## src/rtl/mlp_result_collector.sv

```systemverilog
// Buffers result beats from the MVM NoC in a small FIFO and exposes the head entry,
// status and control to a host over an Avalon-MM slave with a level interrupt.
module mlp_result_collector #(
  parameter int DATAW = 128,
  parameter int DESTW = 12,
  parameter int DEPTH = 8
) (
  input  logic             clk,
  input  logic             reset_n,
  input  logic             axis_m_tvalid,
  output logic             axis_m_tready,
  input  logic [DATAW-1:0] axis_m_tdata,
  input  logic [DESTW-1:0] axis_m_tdest,
  input  logic             axis_m_tlast,
  input  logic [3:0]       address,
  input  logic             chipselect,
  input  logic             read,
  input  logic             write,
  input  logic [31:0]      writedata,
  output logic [31:0]      readdata,
  output logic             irq
);
  localparam int AW   = $clog2(DEPTH);
  localparam int CW   = AW + 1;
  localparam int PADW = (DATAW > 128) ? DATAW : 128;

  typedef struct packed {
    logic [DESTW-1:0] dest;
    logic             last;
    logic [DATAW-1:0] data;
  } entry_t;

  entry_t          mem [DEPTH];
  logic [AW-1:0]   wr_ptr, rd_ptr;
  logic [CW-1:0]   count, count_nxt;
  logic [15:0]     frame_cnt;
  logic            underflow, irq_en, flush_pending;
  logic            empty, full;
  logic            dec_rd, dec_wr, push, pop_req, pop, flush_req, clr_stat;
  entry_t          head;
  logic [PADW-1:0] head_pad;
  logic [31:0]     rd_mux;
  logic            unused_wdata;

  assign empty     = (count == '0);
  assign full      = (count == CW'(DEPTH));
  assign dec_rd    = chipselect && read;
  assign dec_wr    = chipselect && write;
  assign push      = axis_m_tvalid && axis_m_tready;
  assign pop_req   = dec_wr && (address == 4'h6);
  // A pending flush owns the FIFO for its cycle; pops in that window are dropped silently.
  assign pop       = pop_req && !empty && !flush_pending;
  assign flush_req = dec_wr && (address == 4'h7) && writedata[1];
  assign clr_stat  = dec_wr && (address == 4'h0);
  assign head      = mem[rd_ptr];
  assign head_pad  = PADW'(head.data);
  assign unused_wdata = ^writedata[31:2];

  always_comb begin
    count_nxt = count;
    if (flush_pending)      count_nxt = '0;
    else if (push && !pop)  count_nxt = count + CW'(1);
    else if (pop && !push)  count_nxt = count - CW'(1);
  end

  always_comb begin
    rd_mux = '0;
    case (address)
      4'h0: begin
        rd_mux[7:0]   = 8'(count);
        rd_mux[8]     = empty;
        rd_mux[9]     = full;
        rd_mux[10]    = underflow;
        rd_mux[31:16] = frame_cnt;
      end
      4'h1: if (!empty) rd_mux = head_pad[31:0];
      4'h2: if (!empty) rd_mux = head_pad[63:32];
      4'h3: if (!empty) rd_mux = head_pad[95:64];
      4'h4: if (!empty) rd_mux = head_pad[127:96];
      4'h5: if (!empty) begin
        rd_mux[DESTW-1:0] = head.dest;
        rd_mux[16]        = head.last;
      end
      4'h7: rd_mux[0] = irq_en;
      default: rd_mux = '0;
    endcase
  end

  // Storage is deliberately left unreset; pointers and count define what is live.
  always_ff @(posedge clk) begin
    if (push && reset_n) mem[wr_ptr] <= '{dest: axis_m_tdest, last: axis_m_tlast, data: axis_m_tdata};
  end

  always_ff @(posedge clk) begin
    if (!reset_n) begin
      wr_ptr        <= '0;
      rd_ptr        <= '0;
      count         <= '0;
      frame_cnt     <= '0;
      underflow     <= 1'b0;
      irq_en        <= 1'b0;
      flush_pending <= 1'b0;
      readdata      <= '0;
      irq           <= 1'b0;
      axis_m_tready <= 1'b0;
    end else begin
      count         <= count_nxt;
      flush_pending <= flush_req;
      // Registered from next state, so a slot freed by a pop opens only on the following cycle.
      axis_m_tready <= (count_nxt != CW'(DEPTH)) && !flush_req;
      irq           <= irq_en && !empty;
      if (flush_pending) begin
        wr_ptr <= '0;
        rd_ptr <= '0;
      end else begin
        if (push) wr_ptr <= wr_ptr + AW'(1);
        if (pop)  rd_ptr <= rd_ptr + AW'(1);
      end
      if (clr_stat)                       frame_cnt <= '0;
      else if (push && axis_m_tlast)      frame_cnt <= frame_cnt + 16'd1;
      if (clr_stat)                                  underflow <= 1'b0;
      else if (pop_req && empty && !flush_pending)   underflow <= 1'b1;
      if (dec_wr && (address == 4'h7)) irq_en <= writedata[0];
      if (dec_rd) readdata <= rd_mux;
    end
  end
endmodule

```

## config.mk

```make
export PLATFORM = sky130hd
export DESIGN_NAME = mlp_result_collector
export DESIGN_NICKNAME = d
export VERILOG_FILES = /design/src/rtl/mlp_result_collector.sv
export SDC_FILE = /design/constraint.sdc
export NUM_CORES = 1
export LEC_CHECK = 0
export CORE_UTILIZATION = 55
export DETAILED_ROUTE_END_ITERATION = 6
export HOLD_SLACK_MARGIN = 0.1
export PLACE_DENSITY = 0.84
export REMOVE_ABC_BUFFERS = 1
export SYNTH_ARGS = -nofsm -noshare
export SYNTH_HDL_FRONTEND = slang
export SYNTH_SLANG_ARGS = --single-unit
```

## constraint.sdc

```tcl
create_clock -name clk -period 19.4 [get_ports clk]
set_clock_uncertainty 0.15 [all_clocks]
set_input_delay 1.94 -clock clk [delete_from_list [all_inputs] [get_ports clk]]
set_output_delay 1.94 -clock clk [all_outputs]
set_load 0.03 [all_outputs]
```

==> metrics.md, run 1 <==
| Metric | Value |
|---|---|
| Number of synthesized flops with an enable pin | ~1,100 |
| Die height | 290 um |
| VDD IR max | 0.0786 mV |
| GPL Wtd Cong | 0.823 |
| Most frequent cells in the layout | edfxtp_1, mux4_2, clkdlybuf4s50_1, clkbuf_16, mux2i_1 |
| Synth warn | 0 |
| Post_cts resized | 0 |
| Rows | 105 |
| Status | completed |
| Pwr per Cell Area | approximately 97 nW/um^2 |
| I/O Pins | 217 |
| Crit-path max FO | 65 |
| Leakage dissipation | around 16 nW |
| Async set or reset register ratio after synthesis | 0% |
| DRC viols | 0 |
| Drt pass-1 iters | 7 |
| Post-route setup slack | 14.18 ns |
| Max_cap viols | 0 |
| Initial antenna violation count | 24 |
| Area of the mapped netlist | 45,700 um^2 |
| Largest net degree at the start of global routing | 114 |
| Setup TNS | 0 ns |
| Share of cells above drive strength 1 | 21.5% |
| First-pass GRT wire length | approximately 150,000 um |
| Hold crit path type | flip-flop to flip-flop |
| Final HPWL DP | ~56,000 um |
| Final slew viol count | 0 |
| Final wirelength | 103,000 um |
| Post-synthesis register bit count | 1,194 |
| CTS tree | built |
| FF-to-FF End | readdata[30] |
| Seq/Total Area, Yosys | about three quarters |
| Vias in the first global route | 23,600 |
| Most common cell after layout, fill and taps aside | edfxtp_1 |
| Initial drt markers | just under 3,000 |
| Slew HR | 19.2% |
| Area leader, netlist | edfxtp_1 |
| Total global-route track usage | 24.6% |
| Core ar. | 82,200 um^2 |
| Synth top area share | 74.1% |
| Synthesis-to-finish area growth | 14.3% |
| Die ar. | between 80,000 and 90,000 um^2 |
| Required time of the worst setup path | 19.53 ns |
| Clock Latency Late Sink | a little under 0.7 ns |
| Period Utilization, post-route | 26.9% |
| CTS Buffer Depth | 3 |
| Hold-fix buffers, CTS | 0 |
| Synth cell types | 62 |
| CP endpoint kind | flip-flop |
| R2R setup slack | 14.94 ns |
| Clock transition at the registers of the reported paths | 0.06 ns |
| I/O Buffers | 186 |
| Reg2Reg Depth | 6 |
| Final ANT Viol Nets | 0 |
| WL/cell | 29.6 um |
| Global route total overflow | 0 |
| Gate Count Post-Synth | 2,092 |
| Worst Path Arrival | 5.34 ns |
| # setup viols final | 0 |
| Top post-synthesis cells by area | edfxtp_1, mux4_2, dfxtp_1, mux2i_1, mux2_2 |
| Startpoint Class | primary input |
| Crit. Startpoint | reset_n |
| Clock Sinks | 1,194 |
| Dpl ws | about 14 ns |
| Die Span X | 290 um |
| Vias | approximately 23,000 |
| Ys flop type | edfxtp_1 |
| Fin. Hold Viols | 0 |
| H-tree Lvls | 3 |
| Initial Utilization | between 50% and 60% |
| # nets final | roughly 2,500 |
| RSZ-0062 raised after global routing | no |
| Syn avg cell area | 21.9 um^2 |
| Final min period | 5.22 ns |
| Fmax | 192 MHz |
| CP endpoint | mem[4][62] |
| Inserted Clock Buffers | 111 |
| Drt via density | 6.50 |
| Setup bufs post-CTS | 0 |
| Critical path start-end classification | primary input to flip-flop |
| Root Driver | clkbuf_16 |
| Least-Margin Pin Slew | between 1 and 1.5 ns |
[worst min-delay path by stage]
stage,from,endpoint,slack (ns),cells past startpoint
finish,readdata[15],readdata[15],0.30,2
global route,readdata[13],readdata[13],0.33,2
CTS,readdata[15],readdata[15],0.31,2
detailed placement,readdata[15],readdata[15],0.30,2
global placement,readdata[15],readdata[15],0.29,2
floorplan,underflow,underflow,0.29,2
[through the flow]
| stage | cell area [um^2] | power [W] | hold WS (ns) | instances | util, % |
|---|---|---|---|---|---|
| 6_report | 52300 | 0.00507 | 0.304 | 3494 | 63.6 |
| 5_1_grt | 52300 | 0.00519 | 0.331 | 3490 | 63.5 |
| 4_1_cts | 52200 | 0.00509 | 0.308 | 3482 | 63.5 |
| 3_5_place_dp | 48800 | 0.00303 | 0.298 | 3278 | 59.3 |
| 3_3_place_gp | 48800 | 0.00302 | 0.294 | 3278 | 59.3 |
| 2_1_floorplan | 45100 | 0.00295 | 0.291 | 1979 | - |
[synth_stat cells (5+ instances only)]
cell type  instances
inv_1              7
ha_1               6
mux2i_1           93
buf_1              6
mux4_2           274
nor4_1             5
nor2b_1            5
xnor2_1           13
mux2_2            25
a21oi_1           19
nor3_1            13
or3_1              8
xor2_1             6
edfxtp_1        1128
buf_4             18
o22ai_1           22
buf_6              9
and2_1             6
nor2_1            36
buf_2             51
o21ai_1            6
o21ai_0           17
dfxtp_1           66
a22oi_1           33
nand4_1           10
nand3_1           19
and3_1             7
a221oi_1           6
a222oi_1          19
clkbuf_1          29
o22a_1            15
nand2_1           58
o221ai_1          14
[layout make-up]
cell class	instances	area, um^2
clock inverter	65	548
inverter	7	26.3
tap	1070	1340
sequential	1194	35200
antenna	12	30.0
fill	5062	30000
clock buffer	139	2940
timing repair buffer	229	2210
multi-input combinational	778	9970
[routing by layer]
| metal | track usage, % | up-vias | wire (um) |
|---|---|---|---|
| met3 | 5.42 | 231 | 9790 |
| met1 | 32.6 | 11900 | 38500 |
| met4 | 9.16 | 24 | 3340 |
| li1 | - | 9343 | - |
| met5 | 0 | - | 170 |
| met2 | 40.3 | 1247 | 51600 |
[kinds of logic (layout without fill, tap and decap cells)]
kind of cell    Yosys count  count (layout)  share of synthesized area, %
other cells               0              12                             0
compound gates          171             171                          2.75
simple gates            188             188                          2.16
buf+inv                 120             440                          1.42
fa+ha+maj                 8               8                         0.208
mux                     392             392                          16.1
xor+xnor                 19              19                         0.364
flops                  1194            1194                          77.0
[state kept, by name, indices dropped and copies added (netlist names), named ones only]
register       cells
readdata          32
flush_pending      1
irq                1
rd_ptr             3
mem             1128
underflow          1
count              4
frame_cnt         16
irq_en             1
axis_m_tready      1
wr_ptr             3
[worst max-delay path: stages]
cell and delay, ns:
clkdlybuf4s50_1 0.45, buf_4 0.26, inv_1 0.37, or3_1 0.50, nor2_4 0.12, buf_4 0.56
buf_4 1.01
[report_power, final]
| group | internal (W) | switching (W) | total, W | leakage (nW) |
|---|---|---|---|---|
| logic | 0.0000569 | 0.0000819 | 0.000139 | 3.25 |
| registers | 0.00283 | 0.00000750 | 0.00284 | 10.7 |
| clock network | 0.00117 | 0.000920 | 0.00209 | 1.71 |
| total | 0.00406 | 0.00101 | 0.00507 | 15.7 |
Power figures use the tool's default switching activity.
==> run 2, diff against run 1 <==
- CORE_UTILIZATION: 55 -> 54
- PLACE_DENSITY: 0.84 -> 0.85
- clock period: 19.4 -> 4.55 ns (I/O delays scaled with it)
==> metrics.md, run 2 (same netlist as run 1, synthesis figures left out) <==
| Metric | Value |
|---|---|
| Status | completed |
| DRC viols | 0 (unchanged) |
| Fin. Hold Viols | 0 (unchanged) |
| Fmax | 315 MHz |
| Period Utilization, post-route | 69.7% |
| Rows | 106 (+0.95%) |
| Slew HR | 25.0% (+5.7 points) |
| Final non-filler cell total | 3,560 (+1.9%) |
| Vias in the first global route | 23,600 (+0.16%) |
| I/O Buffers | 186 (unchanged) |
| Least-Margin Pin Slew | 1.12 ns (-0.0949 ns) |
| Worst r2r src | count[1] |
| Final min period | 3.17 ns |
| Die height | 293 um (+0.92%) |
| Drt pass-1 iters | 6 (-1) |
| Worst hold start | readdata[14] |
| Inserted Clock Buffers | 107 (-3.6%) |
| Drt via density | 6.49 (-0.20%) |
| Critical path start-end classification | primary input to flip-flop |
| Initial drt markers | 3,251 (+13%) |
| Final ANT Viol Nets | 0 (unchanged) |
| Reg with most FFs | mem |
| Clock Latency Late Sink | 0.68 ns (about the same) |
| Setup bufs post-CTS | 0 (unchanged) |
| GPL Wtd Cong | 0.802 (-2.6%) |
| Max reg flops | 1,128 (unchanged) |
| Top layer in use | met5 |
| Most common cell after layout, fill and taps aside | edfxtp_1 |
| Required time of the worst setup path | 4.99 ns (-14.54 ns) |
| Placed cell count | 3,345 (+2.0%) |
| I/O Pins | 217 (unchanged) |
| Clock transition at the registers of the reported paths | 0.07 ns (about the same) |
| Vias | 23,100 (+1.7%) |
| Max_cap viols | 0 (unchanged) |
| Core ar. | 83,700 um^2 (+1.8%) |
| Hold crit path type | flip-flop to flip-flop |
| Final slew viol count | 0 (unchanged) |
| Startpoint Class | primary input |
| WL met3 | 10,800 um (+10%) |
| Worst Path Arrival | 3.61 ns (-1.73 ns) |
| Hold-fix buffers, CTS | 0 (unchanged) |
| Total power | 0.0221 W (+340%) |
| Initial Utilization | 54.6% (-0.96 points) |
| VDD IR max | 0.315 mV (+300%) |
| Die Span X | 293 um (+0.92%) |
| Final wirelength | 108,000 um (+4.4%) |
| Clock Sinks | 1,194 (unchanged) |
| Final HPWL DP | 57,000 um (+1.8%) |
| Share of cells above drive strength 1 | 22.3% (+0.77 points) |
| CTS tree | built |
| Global route total overflow | 0 (unchanged) |
| # setup viols final | 0 (unchanged) |
| Biggest regs | mem: 1128 flops, readdata: 32 flops, frame_cnt: 16 flops |
| RSZ-0062 raised after global routing | no |
| Die ar. | 85,900 um^2 (+1.8%) |
| CP endpoint kind | flip-flop |
| Most frequent cells in the layout | edfxtp_1, mux4_2, clkdlybuf4s50_1, clkbuf_16, mux2i_1 |
| Root Driver | clkbuf_16 |
| Met2 WL | 54,100 um (+4.8%) |
| WL/cell | 30.3 um (+2.4%) |
| CTS Buffer Depth | 3 (unchanged) |
| Pwr per Cell Area | 418 nW/um^2 (+330%) |
| Post_cts resized | 0 (unchanged) |
| H-tree Lvls | 3 (unchanged) |
| Initial antenna violation count | 30 (+25%) |
| Filler Cells Inserted | 5,130 (+1.3%) |
| Wl on met1 | 39,000 um (+1.5%) |
| Largest net degree at the start of global routing | 119 (+4.4%) |
| Leakage dissipation | 15.8 nW (+1.0%) |
| Crit-path max FO | 14 (-78%) |
| Crit. Startpoint | address[0] |
| # nets final | 2,509 (-0.040%) |
| Synthesis-to-finish area growth | 15.7% |
| Total global-route track usage | 25.2% (+0.60 points) |
| First-pass GRT wire length | 157,000 um (+3.0%) |
[run 2: critical path, stage by stage]
cell	delay (ns)
clkdlybuf4s50_1	0.82
inv_1	0.11
or4_1	0.88
nor3_1	0.83
a222oi_1	0.23
o22ai_1	0.26
[run 2: per-layer routing]
metal | up-vias | GRT usage, %
met5 | - | 0
met4 | 36 | 11.0
met3 | 282 | 5.59
met2 | 1492 | 41.0
met1 | 11900 | 32.8
li1 | 9352 | -
[run 2: power breakdown]
group | switching (W) | leakage, nW | total, W | internal, W
Clock | 0.00398 | 1.79 | 0.00940 | 0.00542
Combinational | 0.000362 | 3.33 | 0.000611 | 0.000250
Sequential | 0.0000358 | 10.7 | 0.0121 | 0.0121
[run 2: metrics by stage]
step / hold slack, ns / area (um^2) / worst slack, ns / setup TNS, ns / util, %
final: 0.316 / 52900 / 1.38 / 0 / 63.2
after global routing: 0.334 / 52900 / 1.30 / 0 / 63.2
after CTS: 0.309 / 52900 / 1.42 / 0 / 63.2
after detailed placement: 0.308 / 49200 / 0.990 / 0 / 58.7
after global placement: 0.311 / 49200 / 1.03 / 0 / 58.7
after floorplan: 0.291 / 45100 / -10.74 / -6965.61 / -
[run 2: final timing paths]
kind	cells past startpoint	slack, ns	endpoint
max reg2reg	8	1.41	readdata[19]
min	2	0.32	readdata[14]
min reg2reg	2	0.32	readdata[14]
max	6	1.38	readdata[10]
[run 2: area by class of cell]
cell class                      instances  area, um^2  share of cell area (%)
Sequential cell                      1194       35200                    66.6
Multi-Input combinational cell        778        9970                    18.9
Clock buffer                          133        2910                    5.50
Timing Repair Buffer                  232        2530                    4.79
Tap cell                             1134        1420                    2.68
Clock inverter                         70         801                    1.51
Antenna cell                           12        30.0                  0.0568
Inverter                                7        26.3                  0.0497
